**src/rtl/rtc_multi_alarm_if.sv**
```systemverilog
// Key/control inputs and time/alarm/ring outputs of the RTC core.
interface rtc_multi_alarm_if #(
  parameter int NUM_ALARMS = 4,
  parameter int IDX_W      = 2
);
  logic                  key_mode;
  logic                  key_up;
  logic                  key_down;
  logic                  set_alarm;
  logic [IDX_W-1:0]      alarm_sel;
  logic [NUM_ALARMS-1:0] alarm_en;
  logic                  stop;
  logic                  snooze;
  logic [4:0]            hour;
  logic [5:0]            min;
  logic [5:0]            sec;
  logic [4:0]            alm_hour;
  logic [5:0]            alm_min;
  logic [1:0]            edit_field;
  logic                  edit_alarm;
  logic                  tick_1s;
  logic                  ring;
  logic [IDX_W-1:0]      ring_idx;

  modport master (
    output key_mode, key_up, key_down, set_alarm, alarm_sel, alarm_en, stop, snooze,
    input  hour, min, sec, alm_hour, alm_min, edit_field, edit_alarm, tick_1s, ring, ring_idx
  );

  modport slave (
    input  key_mode, key_up, key_down, set_alarm, alarm_sel, alarm_en, stop, snooze,
    output hour, min, sec, alm_hour, alm_min, edit_field, edit_alarm, tick_1s, ring, ring_idx
  );
endinterface

```
**src/rtl/rtc_multi_alarm.sv**
```systemverilog
// 24 h real-time clock with several alarms, snooze, bounded ring and key editing.
//
// state  | meaning
// S_RUN  | normal timekeeping, keys other than key_mode ignored
// S_HOUR | editing hour of time or selected alarm
// S_MIN  | editing minute of time or selected alarm
// S_SEC  | editing second of time (alarms have no seconds field)
module rtc_multi_alarm #(
  parameter int CLK_FREQ   = 12000000,
  parameter int NUM_ALARMS = 4,
  parameter int IDX_W      = 2,
  parameter int RING_SEC   = 10,
  parameter int SNOOZE_MIN = 5
) (
  input logic              sys_clk,
  input logic              sys_rst_n,
  rtc_multi_alarm_if.slave bus
);
  localparam int              PW         = $clog2(CLK_FREQ);
  localparam logic [PW-1:0]   PRESC_LAST = PW'(CLK_FREQ - 1);
  localparam int              RW         = $clog2(RING_SEC + 1);
  localparam logic [RW-1:0]   RING_LOAD  = RW'(RING_SEC);
  localparam logic [6:0]      SNZ_ADD    = 7'(SNOOZE_MIN);

  typedef enum logic [1:0] {
    S_RUN  = 2'd0,
    S_HOUR = 2'd1,
    S_MIN  = 2'd2,
    S_SEC  = 2'd3
  } edit_state_t;

  edit_state_t      state, state_nx;
  logic             edit_alarm_r, edit_alarm_nx;
  logic [IDX_W-1:0] edit_idx, edit_idx_nx;

  logic [PW-1:0]    presc;
  logic             tick;
  logic [4:0]       hour_r;
  logic [5:0]       min_r;
  logic [5:0]       sec_r;
  logic [4:0]       alm_h [NUM_ALARMS];
  logic [5:0]       alm_m [NUM_ALARMS];
  logic [4:0]       alm_hour_sel;
  logic [5:0]       alm_min_sel;

  logic             min_tick_q;
  logic             match_hit;
  logic             match_snz;
  logic [IDX_W-1:0] match_idx;

  logic             ring_r;
  logic [IDX_W-1:0] ring_idx_r;
  logic [RW-1:0]    ring_cnt;
  logic             snz_valid;
  logic [4:0]       snz_hour;
  logic [5:0]       snz_min;
  logic [IDX_W-1:0] snz_idx;
  logic [6:0]       snz_sum;
  logic [6:0]       snz_wrap;
  logic [4:0]       snz_hour_nx;
  logic [5:0]       snz_min_nx;

  logic             time_edit;
  logic             key_adj;
  logic             key_inc;

  function automatic logic [4:0] wrap24(input logic [4:0] v, input logic up);
    if (up) return (v == 5'd23) ? 5'd0 : v + 5'd1;
    return (v == 5'd0) ? 5'd23 : v - 5'd1;
  endfunction

  function automatic logic [5:0] wrap60(input logic [5:0] v, input logic up);
    if (up) return (v == 6'd59) ? 6'd0 : v + 6'd1;
    return (v == 6'd0) ? 6'd59 : v - 6'd1;
  endfunction

  // Editing the time freezes the prescaler; key_mode shadows up/down, up shadows down.
  assign time_edit = (state != S_RUN) && !edit_alarm_r;
  assign key_adj   = (state != S_RUN) && !bus.key_mode && (bus.key_up || bus.key_down);
  assign key_inc   = bus.key_up;
  assign tick      = !time_edit && (presc == PRESC_LAST);

  // Edit FSM state register with the latched edit target.
  always_ff @(posedge sys_clk) begin
    if (!sys_rst_n) begin
      state        <= S_RUN;
      edit_alarm_r <= 1'b0;
      edit_idx     <= '0;
    end else begin
      state        <= state_nx;
      edit_alarm_r <= edit_alarm_nx;
      edit_idx     <= edit_idx_nx;
    end
  end

  // Edit FSM next state: key_mode walks the fields, alarms skip the seconds field.
  always_comb begin
    state_nx      = state;
    edit_alarm_nx = edit_alarm_r;
    edit_idx_nx   = edit_idx;
    if (bus.key_mode) begin
      case (state)
        S_RUN: begin
          state_nx      = S_HOUR;
          edit_alarm_nx = bus.set_alarm;
          edit_idx_nx   = bus.alarm_sel;
        end
        S_HOUR: state_nx = S_MIN;
        S_MIN: begin
          if (edit_alarm_r) begin
            state_nx      = S_RUN;
            edit_alarm_nx = 1'b0;
          end else begin
            state_nx = S_SEC;
          end
        end
        default: begin
          state_nx      = S_RUN;
          edit_alarm_nx = 1'b0;
        end
      endcase
    end
  end

  // Seconds prescaler, parked at 0 while the time is being edited.
  always_ff @(posedge sys_clk) begin
    if (!sys_rst_n || time_edit) begin
      presc <= '0;
    end else if (presc == PRESC_LAST) begin
      presc <= '0;
    end else begin
      presc <= presc + PW'(1);
    end
  end

  // Timekeeping registers: key edits in time-edit mode, otherwise carry chain on tick.
  always_ff @(posedge sys_clk) begin
    if (!sys_rst_n) begin
      hour_r <= '0;
      min_r  <= '0;
      sec_r  <= '0;
    end else if (time_edit && key_adj) begin
      case (state)
        S_HOUR:  hour_r <= wrap24(hour_r, key_inc);
        S_MIN:   min_r  <= wrap60(min_r, key_inc);
        S_SEC:   sec_r  <= wrap60(sec_r, key_inc);
        default: ;
      endcase
    end else if (tick) begin
      sec_r <= wrap60(sec_r, 1'b1);
      if (sec_r == 6'd59) begin
        min_r <= wrap60(min_r, 1'b1);
        if (min_r == 6'd59) hour_r <= wrap24(hour_r, 1'b1);
      end
    end
  end

  // Alarm registers, edited only when the edit session targets an alarm.
  always_ff @(posedge sys_clk) begin
    if (!sys_rst_n) begin
      for (int k = 0; k < NUM_ALARMS; k++) begin
        alm_h[k] <= '0;
        alm_m[k] <= '0;
      end
    end else if (edit_alarm_r && key_adj) begin
      for (int k = 0; k < NUM_ALARMS; k++) begin
        if (edit_idx == IDX_W'(k)) begin
          case (state)
            S_HOUR:  alm_h[k] <= wrap24(alm_h[k], key_inc);
            S_MIN:   alm_m[k] <= wrap60(alm_m[k], key_inc);
            default: ;
          endcase
        end
      end
    end
  end

  // Display readback of the alarm picked by alarm_sel; unused indices read 00:00.
  always_comb begin
    alm_hour_sel = '0;
    alm_min_sel  = '0;
    for (int k = 0; k < NUM_ALARMS; k++) begin
      if (bus.alarm_sel == IDX_W'(k)) begin
        alm_hour_sel = alm_h[k];
        alm_min_sel  = alm_m[k];
      end
    end
  end

  // Remember that the last edge rolled seconds to 0, so the new hh:mm is compared now.
  always_ff @(posedge sys_clk) begin
    if (!sys_rst_n) min_tick_q <= 1'b0;
    else            min_tick_q <= tick && (sec_r == 6'd59);
  end

  // Alarm match: lowest enabled index wins, snooze only when no alarm matches.
  always_comb begin
    match_hit = 1'b0;
    match_snz = 1'b0;
    match_idx = '0;
    if (min_tick_q && !time_edit) begin
      for (int k = NUM_ALARMS - 1; k >= 0; k--) begin
        if (bus.alarm_en[k] && (alm_h[k] == hour_r) && (alm_m[k] == min_r)) begin
          match_hit = 1'b1;
          match_idx = IDX_W'(k);
        end
      end
      if (!match_hit && snz_valid && (snz_hour == hour_r) && (snz_min == min_r)) begin
        match_hit = 1'b1;
        match_snz = 1'b1;
        match_idx = snz_idx;
      end
    end
  end

  // Snooze target time: current hh:mm plus the snooze delay, minute carry into hour.
  always_comb begin
    snz_sum     = {1'b0, min_r} + SNZ_ADD;
    snz_wrap    = snz_sum - 7'd60;
    snz_hour_nx = hour_r;
    snz_min_nx  = snz_sum[5:0];
    if (snz_sum >= 7'd60) begin
      snz_hour_nx = wrap24(hour_r, 1'b1);
      snz_min_nx  = snz_wrap[5:0];
    end
  end

  // Ring control: stop beats snooze, a ring in progress ignores new matches.
  always_ff @(posedge sys_clk) begin
    if (!sys_rst_n) begin
      ring_r     <= 1'b0;
      ring_idx_r <= '0;
      ring_cnt   <= '0;
      snz_valid  <= 1'b0;
      snz_hour   <= '0;
      snz_min    <= '0;
      snz_idx    <= '0;
    end else if (bus.stop) begin
      ring_r    <= 1'b0;
      snz_valid <= 1'b0;
    end else if (bus.snooze && ring_r) begin
      ring_r    <= 1'b0;
      snz_valid <= 1'b1;
      snz_hour  <= snz_hour_nx;
      snz_min   <= snz_min_nx;
      snz_idx   <= ring_idx_r;
    end else if (ring_r) begin
      if (tick) begin
        if (ring_cnt == RW'(1)) ring_r <= 1'b0;
        ring_cnt <= ring_cnt - RW'(1);
      end
    end else if (match_hit) begin
      ring_r     <= 1'b1;
      ring_idx_r <= match_idx;
      ring_cnt   <= RING_LOAD;
      if (match_snz) snz_valid <= 1'b0;
    end
  end

  assign bus.hour       = hour_r;
  assign bus.min        = min_r;
  assign bus.sec        = sec_r;
  assign bus.alm_hour   = alm_hour_sel;
  assign bus.alm_min    = alm_min_sel;
  assign bus.edit_field = state;
  assign bus.edit_alarm = edit_alarm_r;
  assign bus.tick_1s    = tick;
  assign bus.ring       = ring_r;
  assign bus.ring_idx   = ring_idx_r;
endmodule

```
**src/flat_wrapper.sv**
```systemverilog
// flat-port wrapper written by rule: the top's interface ports become plain ports
module rtc_multi_alarm_flat 
#(
  parameter int CLK_FREQ   = 12000000,
  parameter int NUM_ALARMS = 4,
  parameter int IDX_W      = 2,
  parameter int RING_SEC   = 10,
  parameter int SNOOZE_MIN = 5
)
  (sys_clk, sys_rst_n, bus_key_mode, bus_key_up, bus_key_down, bus_set_alarm, bus_alarm_sel, bus_alarm_en, bus_stop, bus_snooze, bus_hour, bus_min, bus_sec, bus_alm_hour, bus_alm_min, bus_edit_field, bus_edit_alarm, bus_tick_1s, bus_ring, bus_ring_idx);
  rtc_multi_alarm_if #(.NUM_ALARMS(NUM_ALARMS), .IDX_W(IDX_W)) bus_i ();
  input logic sys_clk;
  input logic sys_rst_n;
  input wire logic [$bits(bus_i.key_mode)-1:0] bus_key_mode;
  input wire logic [$bits(bus_i.key_up)-1:0] bus_key_up;
  input wire logic [$bits(bus_i.key_down)-1:0] bus_key_down;
  input wire logic [$bits(bus_i.set_alarm)-1:0] bus_set_alarm;
  input wire logic [$bits(bus_i.alarm_sel)-1:0] bus_alarm_sel;
  input wire logic [$bits(bus_i.alarm_en)-1:0] bus_alarm_en;
  input wire logic [$bits(bus_i.stop)-1:0] bus_stop;
  input wire logic [$bits(bus_i.snooze)-1:0] bus_snooze;
  output wire logic [$bits(bus_i.hour)-1:0] bus_hour;
  output wire logic [$bits(bus_i.min)-1:0] bus_min;
  output wire logic [$bits(bus_i.sec)-1:0] bus_sec;
  output wire logic [$bits(bus_i.alm_hour)-1:0] bus_alm_hour;
  output wire logic [$bits(bus_i.alm_min)-1:0] bus_alm_min;
  output wire logic [$bits(bus_i.edit_field)-1:0] bus_edit_field;
  output wire logic [$bits(bus_i.edit_alarm)-1:0] bus_edit_alarm;
  output wire logic [$bits(bus_i.tick_1s)-1:0] bus_tick_1s;
  output wire logic [$bits(bus_i.ring)-1:0] bus_ring;
  output wire logic [$bits(bus_i.ring_idx)-1:0] bus_ring_idx;
  assign bus_i.key_mode = bus_key_mode;
  assign bus_i.key_up = bus_key_up;
  assign bus_i.key_down = bus_key_down;
  assign bus_i.set_alarm = bus_set_alarm;
  assign bus_i.alarm_sel = bus_alarm_sel;
  assign bus_i.alarm_en = bus_alarm_en;
  assign bus_i.stop = bus_stop;
  assign bus_i.snooze = bus_snooze;
  assign bus_hour = bus_i.hour;
  assign bus_min = bus_i.min;
  assign bus_sec = bus_i.sec;
  assign bus_alm_hour = bus_i.alm_hour;
  assign bus_alm_min = bus_i.alm_min;
  assign bus_edit_field = bus_i.edit_field;
  assign bus_edit_alarm = bus_i.edit_alarm;
  assign bus_tick_1s = bus_i.tick_1s;
  assign bus_ring = bus_i.ring;
  assign bus_ring_idx = bus_i.ring_idx;
  rtc_multi_alarm #(.CLK_FREQ(CLK_FREQ), .NUM_ALARMS(NUM_ALARMS), .IDX_W(IDX_W), .RING_SEC(RING_SEC), .SNOOZE_MIN(SNOOZE_MIN)) u_core (.sys_clk(sys_clk), .sys_rst_n(sys_rst_n), .bus(bus_i));
endmodule
```
**config.mk**
```make
export PLATFORM = sky130hd
export DESIGN_NAME = rtc_multi_alarm_flat
export DESIGN_NICKNAME = d
export VERILOG_FILES = /design/src/rtl/rtc_multi_alarm_if.sv /design/src/rtl/rtc_multi_alarm.sv /design/src/flat_wrapper.sv
export SDC_FILE = /design/constraint.sdc
export NUM_CORES = 1
export LEC_CHECK = 0
export ABC_CLOCK_PERIOD_IN_PS = 2800
export CAP_MARGIN = 20
export CORE_MARGIN = 2
export CORE_UTILIZATION = 40
export CTS_CLUSTER_DIAMETER = 200
export CTS_CLUSTER_SIZE = 14
export DETAILED_ROUTE_END_ITERATION = 12
export SLEW_MARGIN = 25
export SYNTH_ARGS = -nofsm -noshare
export SYNTH_HDL_FRONTEND = slang
export SYNTH_SLANG_ARGS = --single-unit
```
**constraint.sdc**
```tcl
create_clock -name sys_clk -period 2.8 [get_ports sys_clk]
set_clock_uncertainty 0.1 [all_clocks]
set_input_delay 0.56 -clock sys_clk [delete_from_list [all_inputs] [get_ports sys_clk]]
set_output_delay 0.56 -clock sys_clk [all_outputs]
set_load 0.02 [all_outputs]
```
==> qor.csv, run 1 <==
stage;metric;value;unit
drt;DRT antenna net count;0;
final_layout;layout cells sized above 1;10.3;%
sta;fin crit period;2740;ps
worst_setup_path;Slowest cell on crit path;clkdlybuf4s50_1;
pwr;leakage;0.00334;uW
status;status;complete, no violations;
hold_path;Min-Delay Endpoint;u_core.snz_hour[3]$_SDFFE_PN0P_;
synthesis;Async SR Flop Fraction;0;%
synthesis;syn nets;1084;
clock_tree;CTS root buffer;clkbuf_16;
global_routing;antenna violations before repair;0;
pwr;VDD IR-drop max;312;uV
worst_setup_path;WS Path Type;in2out;
sta;Final Max Tran Viols;0;
synthesis;top_reg_cell synth;dfxtp_1;
pwr;switching power;1090;uW
synthesis;top cell type by total area after synthesis;dfxtp_1;
worst_setup_path;CP Capture Type;output port;
sta;Final Hold Fails;0;
global_routing;gr ovfl total;0;
job;max-cap viol count;0;
sta;Tcrit/Tclk final;97.9;%
worst_setup_path;CP max FO;12;
drt;DRT Pass-1 Iters;5;
pwr;Clock Power Share;37.5;%
worst_setup_path;R2R setup slack;220;ps
synthesis;Yosys top cell area share;16.3;%
floorplanning;I/O pins;49;
global_routing;pin count of the biggest net entering global routing;61;
drt;Residual DRC;0;
final_layout;Layout Utilization;47.3;%
clock_tree;clk_lat worst skew;380;ps
sta;Max-slew headroom;54.0;%
final_layout;fin nets;1119;
place;routability cong.;0.888;
worst_setup_path;FF-to-FF End;u_core.snz_hour[4]$_SDFFE_PN0P_;
pwr;internal power;2610;uW
synthesis;syn avg cell area;8.03;um^2
hold_path;hold crit path type;reg2reg;
hold_path;hold-critical path depth;2;
sta;Tightest Pin Transition;689;ps
drt;vias;7508;
sta;setup TNS;0;ps
worst_setup_path;Crit Reg-Reg Startpoint;u_core.bus.min[0]$_SDFFE_PN0P_;
global_routing;global-route wire length before repair;36900;um
final_layout;Area Growth Syn to Fin;15.6;%
place;Detailed Place HPWL;16300;um
clock_tree;clock sink count;112;
clock_tree;CTS H-tree lvls;3;
worst_setup_path;worst reg2reg path depth;10;
synthesis;ranking of synthesized cells by area;dfxtp_1, edfxtp_1, xnor2_1, nor2_1, ha_1;
worst_setup_path;CP Launch Type;input pin;
sta;Max Fclk;365;MHz
clock_tree;Longest Clk Path Bufs;2;
sta;# setup viols final;0;
worst_setup_path;Crit path required time;2140;ps
synthesis;post-synthesis sequential area ratio;32.2;%
clock_tree;CTS tree;built;
drt;DR WL/cell;16.7;um
global_routing;number of global-route vias before repair;7070;
synthesis;Syn. warnings;0;
worst_setup_path;Worst EP arrival;2080;ps
pwr;switching share of power;29.4;%
floorplanning;row count;52;
worst_setup_path;crit-path max cell delay;510;ps
synthesis;Cell Area, Synth;0.00834;mm^2
pwr;combinational group share of total power;13.6;%
floorplanning;Initial Utilization;40.9;%
hold_path;HP Start;u_core.snz_hour[3]$_SDFFE_PN0P_;
clock_tree;cts hold-fix bufs;0;
clock_tree;Worst-path clk slew;80;ps
drt;vias per cell;5.57;
drt;DR iter-0 viols;547;
floorplanning;die width;148;um
place;I/O Buffers;48;
drt;final wirelength;22600;um
pwr;Power Density;383;mW/mm^2
clock_tree;Num CTS Buffers;9;
final_layout;Antenna Cells;0;
synthesis;Cell variety after synth;71;
synthesis;Seq cells post-synth;112;
floorplanning;chip height;148;um
synthesis;synthesized instance count;1038;
pwr;Flop pwr share;48.9;%
floorplanning;Core ar.;0.0204;mm^2
synthesis;EDFF count, synth;44;
global_routing;gr usage total;20.9;%
worst_setup_path;crit path cell chain;clkdlybuf4s50_1 -> buf_12 -> mux4_2 -> dlygate4sd2_1;
floorplanning;Die ar.;0.0220;mm^2
-- registers in the layout, summed over array words and instances, names as in the netlist, 4 cells and up --
register and flops:
u_core.presc 24, u_core.bus.sec 6, u_core.ring_cnt 4, u_core.alm_h 20, u_core.snz_min 6, u_core.snz_hour 5
u_core.bus.hour 5, u_core.bus.min 6, u_core.alm_m 24
-- worst max-delay path: cells and delay by family --
| family | cells | cell delay (ps) |
|---|---|---|
| buf+inv | 3 | 1020 |
| mux | 1 | 500 |
-- synthesized netlist by cell type, drive strengths merged (4+ instances only) --
library cell  number
nor2             119
nand2             93
xnor2             83
a21oi             75
dfxtp             68
clkbuf            62
nand3             48
inv               45
o21ai             45
edfxtp            44
nor3              35
nand4             33
ha                32
xor2              29
buf               26
a31oi             19
a211oi            17
or3               12
mux4              11
nor2b             11
a221oi             9
nor4               9
a32oi              8
and3               8
mux2i              8
o21a               8
and2               6
a22oi              5
nand2b             5
nand3b             5
nand4b             5
o211ai             4
-- cells in the final DEF, fill, tap and decap left out, types with 10 or more instances in the layout --
master | Yosys | layout
nand3_1 | 48 | 48
a31oi_1 | 19 | 19
dlygate4sd2_1 | 0 | 10
clkdlybuf4s50_1 | 0 | 35
xor2_1 | 29 | 29
a211oi_1 | 17 | 17
o21ai_0 | 43 | 43
a21oi_1 | 75 | 75
dfxtp_1 | 68 | 68
or3_1 | 12 | 12
nor3_1 | 35 | 35
buf_4 | 1 | 61
nand4_1 | 32 | 32
inv_1 | 45 | 45
edfxtp_1 | 44 | 44
ha_1 | 32 | 31
xnor2_1 | 83 | 83
nor2_1 | 119 | 119
nor2b_1 | 11 | 11
nand2_1 | 93 | 93
mux4_2 | 11 | 11
-- metal layers --
| layer | share of wire (%) | GRT usage [%] | up-vias |
|---|---|---|---|
| met5 | 0 | 0 | - |
| met4 | 2.0 | 6.71 | 0 |
| met3 | 5.6 | 3.62 | 29 |
| met2 | 46 | 33.8 | 187 |
| met1 | 47 | 28.5 | 3537 |
| li1 | - | - | 3755 |
-- cells by family after synthesis --
| family | count (synthesis) | synth area share, % |
|---|---|---|
| AO/OA/AOI/OAI | 219 | 16.7 |
| XOR/XNOR | 112 | 11.8 |
| adder cells (fa/ha/maj) | 32 | 4.80 |
| buffers and inverters | 135 | 6.33 |
| flip-flops | 112 | 32.2 |
| multiplexers | 20 | 4.07 |
| AND/OR/NAND/NOR | 408 | 24.2 |
-- final cells by class --
cell class	count	area [um^2]
Fill cell	1998	10700
Tap cell	270	338
Timing Repair Buffer	112	976
Multi-Input combinational cell	791	5140
Sequential cell	112	2680
Clock inverter	7	96.3
Inverter	47	176
Clock buffer	9	225
-- timing repair --
action / 4_1_cts / 5_1_grt
resized for setup: 12 / 4
setup buffers: 0 / 0
endpoints found under the setup margin: 12 / 3
hold endpoints to repair: 0 / 0
-- power by group through the flow --
stage                     clock [uW]  combinational, uW  sequential (uW)
after detailed placement           0                509             1840
after global routing            1480                554             1810
after floorplan                    0                369             1800
after global placement             0                507             1840
final                           1390                501             1810
after CTS                       1420                501             1810
-- per-stage QoR --
step	worst slack (ps)	power, uW	area [um^2]	hold slack [ps]	instances
floorplan	10.3	2170	8340	337	1038
global placement	-169	2350	9330	346	1332
detailed placement	-174	2350	9330	352	1332
CTS	24.6	3720	9640	366	1348
global route	-4.70	3850	9640	387	1348
finish	59.9	3690	9640	365	1348
-- worst max-delay path by stage --
stage / start / to / cells past startpoint
2_1_floorplan: u_core.bus.min[0]$_SDFFE_PN0P_ / u_core.snz_min[4]$_SDFFE_PN0P_ / 10
3_3_place_gp: bus_alarm_sel[1] / bus_alm_min[4] / 4
3_5_place_dp: bus_alarm_sel[1] / bus_alm_min[4] / 4
5_1_grt: u_core.bus.min[0]$_SDFFE_PN0P_ / u_core.snz_hour[4]$_SDFFE_PN0P_ / 10
4_1_cts: u_core.presc[15]$_SDFF_PP0_ / bus_tick_1s / 5
6_report: bus_alarm_sel[1] / bus_alm_min[2] / 4
Note: power is estimated with default switching activity, not from simulation.
==> inputs of run 2 (changes only) <==
--- a/config.mk
+++ b/config.mk
@@ -8,11 +8,13 @@
 export ABC_CLOCK_PERIOD_IN_PS = 2800
 export CAP_MARGIN = 20
 export CORE_MARGIN = 2
-export CORE_UTILIZATION = 40
+export CORE_UTILIZATION = 55
 export CTS_CLUSTER_DIAMETER = 200
 export CTS_CLUSTER_SIZE = 14
 export DETAILED_ROUTE_END_ITERATION = 12
+export PLACE_DENSITY = 0.77
 export SLEW_MARGIN = 25
 export SYNTH_ARGS = -nofsm -noshare
 export SYNTH_HDL_FRONTEND = slang
 export SYNTH_SLANG_ARGS = --single-unit
+export TNS_END_PERCENT = 100
==> run 2 against run 1 <==
  * Sequential power about the same
  * Global-route usage rose by 5.6 points
  * Hold slack worse by 2.1 ps
  * Sequential share of layout area is 0.47 points higher
  * Die area is 27% lower
  * Design area down 1.7%
  * Critical path depth unchanged
  * Non-clock buffer count shrank 4
  * Clock-buffer cell count increased by 1
  * Cell count is 6.4% lower
  * Critical path type unchanged
  * Highest routed layer unchanged
==> qor.csv, run 2 (synthesis gave the netlist of run 1 again) <==
stage;metric;value;unit;change
status;status;complete, no violations;;unchanged
place;I/O Buffers;48;;unchanged
worst_setup_path;Worst EP arrival;2060;ps;was 2080 ps
pwr;Power Density;388;mW/mm^2;was 383 mW/mm^2
final_layout;Layout Utilization;63.0;%;was 47.3%
final_layout;Area Growth Syn to Fin;13.7;%;was 15.6%
global_routing;gr ovfl total;0;;unchanged
sta;Tightest Pin Transition;683;ps;was 689 ps
clock_tree;cts hold-fix bufs;0;;unchanged
floorplanning;row count;45;;was 52
sta;fin crit period;2720;ps;was 2740 ps
drt;DR WL/cell;16.9;um;was 16.7 um
clock_tree;Longest Clk Path Bufs;2;;unchanged
place;dpl ws;-147;ps;was -174 ps
drt;DRT Pass-1 Iters;5;;unchanged
final_layout;commonest non-fill, non-tap cell in the layout;nor2_1;;unchanged
global_routing;antenna violations before repair;0;;unchanged
floorplanning;Initial Utilization;55.5;%;was 40.9%
job;max-cap viol count;0;;unchanged
sta;worst setup margin;76.1;ps;was 59.9 ps
floorplanning;die width;127;um;was 148 um
floorplanning;chip height;127;um;was 148 um
worst_setup_path;CP Capture Type;output port;;unchanged
drt;DR iter-0 viols;619;;was 547
place;routability cong.;0.931;;was 0.888
hold_path;hold-critical path depth;2;;unchanged
global_routing;gr usage total;26.5;%;was 20.9%
sta;Tcrit/Tclk final;97.3;%;was 97.9%
drt;vias;7727;;was 7508
floorplanning;Core ar.;0.0150;mm^2;was 0.0204 mm^2
drt;final wirelength;21300;um;was 22600 um
sta;RSZ-0062 raised after global routing;false;;
final_layout;layout cells sized above 1;9.87;%;was 10.3%
clock_tree;clock sink count;112;;unchanged
final_layout;Antenna Cells;0;;unchanged
clock_tree;Num CTS Buffers;9;;unchanged
place;Detailed Place HPWL;15200;um;was 16300 um
hold_path;Min-Delay Endpoint;u_core.snz_idx[0]$_SDFFE_PN0P_;;was u_core.snz_hour[3]$_SDFFE_PN0P_
global_routing;global-route wire length before repair;34500;um;was 36900 um
worst_setup_path;CP startpoint;bus_alarm_sel[1];;unchanged
worst_setup_path;CP max FO;12;;unchanged
sta;Final Max Tran Viols;0;;unchanged
floorplanning;I/O pins;49;;unchanged
clock_tree;CTS H-tree lvls;3;;unchanged
worst_setup_path;Crit path required time;2140;ps;about the same
final_layout;fin nets;1115;;was 1119
worst_setup_path;Crit Reg-Reg Startpoint;u_core.bus.min[0]$_SDFFE_PN0P_;;unchanged
sta;Max Fclk;367;MHz;was 365 MHz
sta;# setup viols final;0;;unchanged
pwr;VDD IR-drop max;268;uV;was 312 uV
worst_setup_path;worst reg2reg path depth;9;;was 10
sta;Max-slew headroom;54.4;%;was 54.0%
global_routing;pin count of the biggest net entering global routing;44;;was 61
clock_tree;Worst-path clk slew;70;ps;was 80 ps
worst_setup_path;FF-to-FF End;u_core.snz_min[4]$_SDFFE_PN0P_;;was u_core.snz_hour[4]$_SDFFE_PN0P_
sta;Final Hold Fails;0;;unchanged
final_layout;most frequent cells in the layout;nor2_1, nand2_1, xnor2_1, a21oi_1, dfxtp_1;;unchanged
pwr;leakage;0.00332;uW;was 0.00334 uW
clock_tree;CTS root buffer;clkbuf_16;;unchanged
drt;vias per cell;6.12;;was 5.57
drt;Residual DRC;0;;unchanged
worst_setup_path;R2R setup slack;190;ps;was 220 ps
worst_setup_path;WS Path Type;in2out;;unchanged
drt;DRT antenna net count;0;;unchanged
floorplanning;Die ar.;0.0162;mm^2;was 0.0220 mm^2
final_layout;Fill cells;1310;;was 1998
global_routing;number of global-route vias before repair;6911;;was 7070
clock_tree;clk_lat worst skew;360;ps;was 380 ps
worst_setup_path;CP Launch Type;input pin;;unchanged
hold_path;HP Start;u_core.snz_idx[0]$_SDFFE_PN0P_;;was u_core.snz_hour[3]$_SDFFE_PN0P_
final_layout;Regs by FF count;u_core.alm_m x24, u_core.presc x24, u_core.alm_h x20;;unchanged
hold_path;hold crit path type;reg2reg;;unchanged
clock_tree;CTS tree;built;;unchanged
run 2: how the worst max path moves through the flow:
stage / endpoint / slack, ps / depth (start not counted)
detailed placement: bus_alm_hour[0] / -150 / 4
finish: bus_alm_hour[0] / 80 / 4
global route: bus_alm_hour[0] / 10 / 4
floorplan: u_core.snz_min[4]$_SDFFE_PN0P_ / 10 / 10
CTS: bus_tick_1s / 20 / 5
global placement: bus_alm_hour[0] / -130 / 4
run 2: report_power, final:
group / total (uW) / leakage, uW / switching [uW] / internal [uW]
clock: 1380 / 0.000156 / 643 / 734
sequential: 1810 / 0.00100 / 87.4 / 1730
combinational: 486 / 0.00216 / 268 / 218
run 2: critical path, stage by stage:
cell and delay [ps]:
clkdlybuf4s50_1 510, buf_12 170, mux4_2 490, dlygate4sd2_1 330
run 2: cell type report:
cell class / count / area [um^2] / share of cell area (%)
Multi-Input combinational cell: 791 / 5150 / 54.4
Sequential cell: 112 / 2680 / 28.3
Timing Repair Buffer: 108 / 920 / 9.70
Clock buffer: 10 / 239 / 2.52
Tap cell: 188 / 235 / 2.48
Inverter: 47 / 176 / 1.86
Clock inverter: 6 / 71.3 / 0.753
run 2: per-stage QoR:
stage	hold slack, ps	TNS (ps)	cells	cell area (um^2)	total power, uW
final	363	0	1262	9480	3680
after global placement	346	-1440	1246	9170	2330
after detailed placement	351	-1500	1246	9170	2340
after CTS	362	0	1262	9470	3700
after floorplan	337	0	1038	8340	2170
after global routing	385	0	1262	9480	3820
run 2: what timing repair did:
action	in CTS	in global routing
gates resized for setup	13	2
gates cloned	0	0
setup endpoints to repair	12	2
setup buffers	0	0
endpoints found under the hold margin	0	0
run 2: routing by layer:
metal / up-vias / wire (um) / global-route usage (%) / share of wire, %
met2: 310 / 9900 / 43.2 / 46
li1: 3743 / - / - / -
met5: - / 0 / 0 / 0
met3: 39 / 1630 / 4.56 / 7.6
met1: 3635 / 9360 / 35.7 / 44
met4: 0 / 452 / 9.31 / 2.1
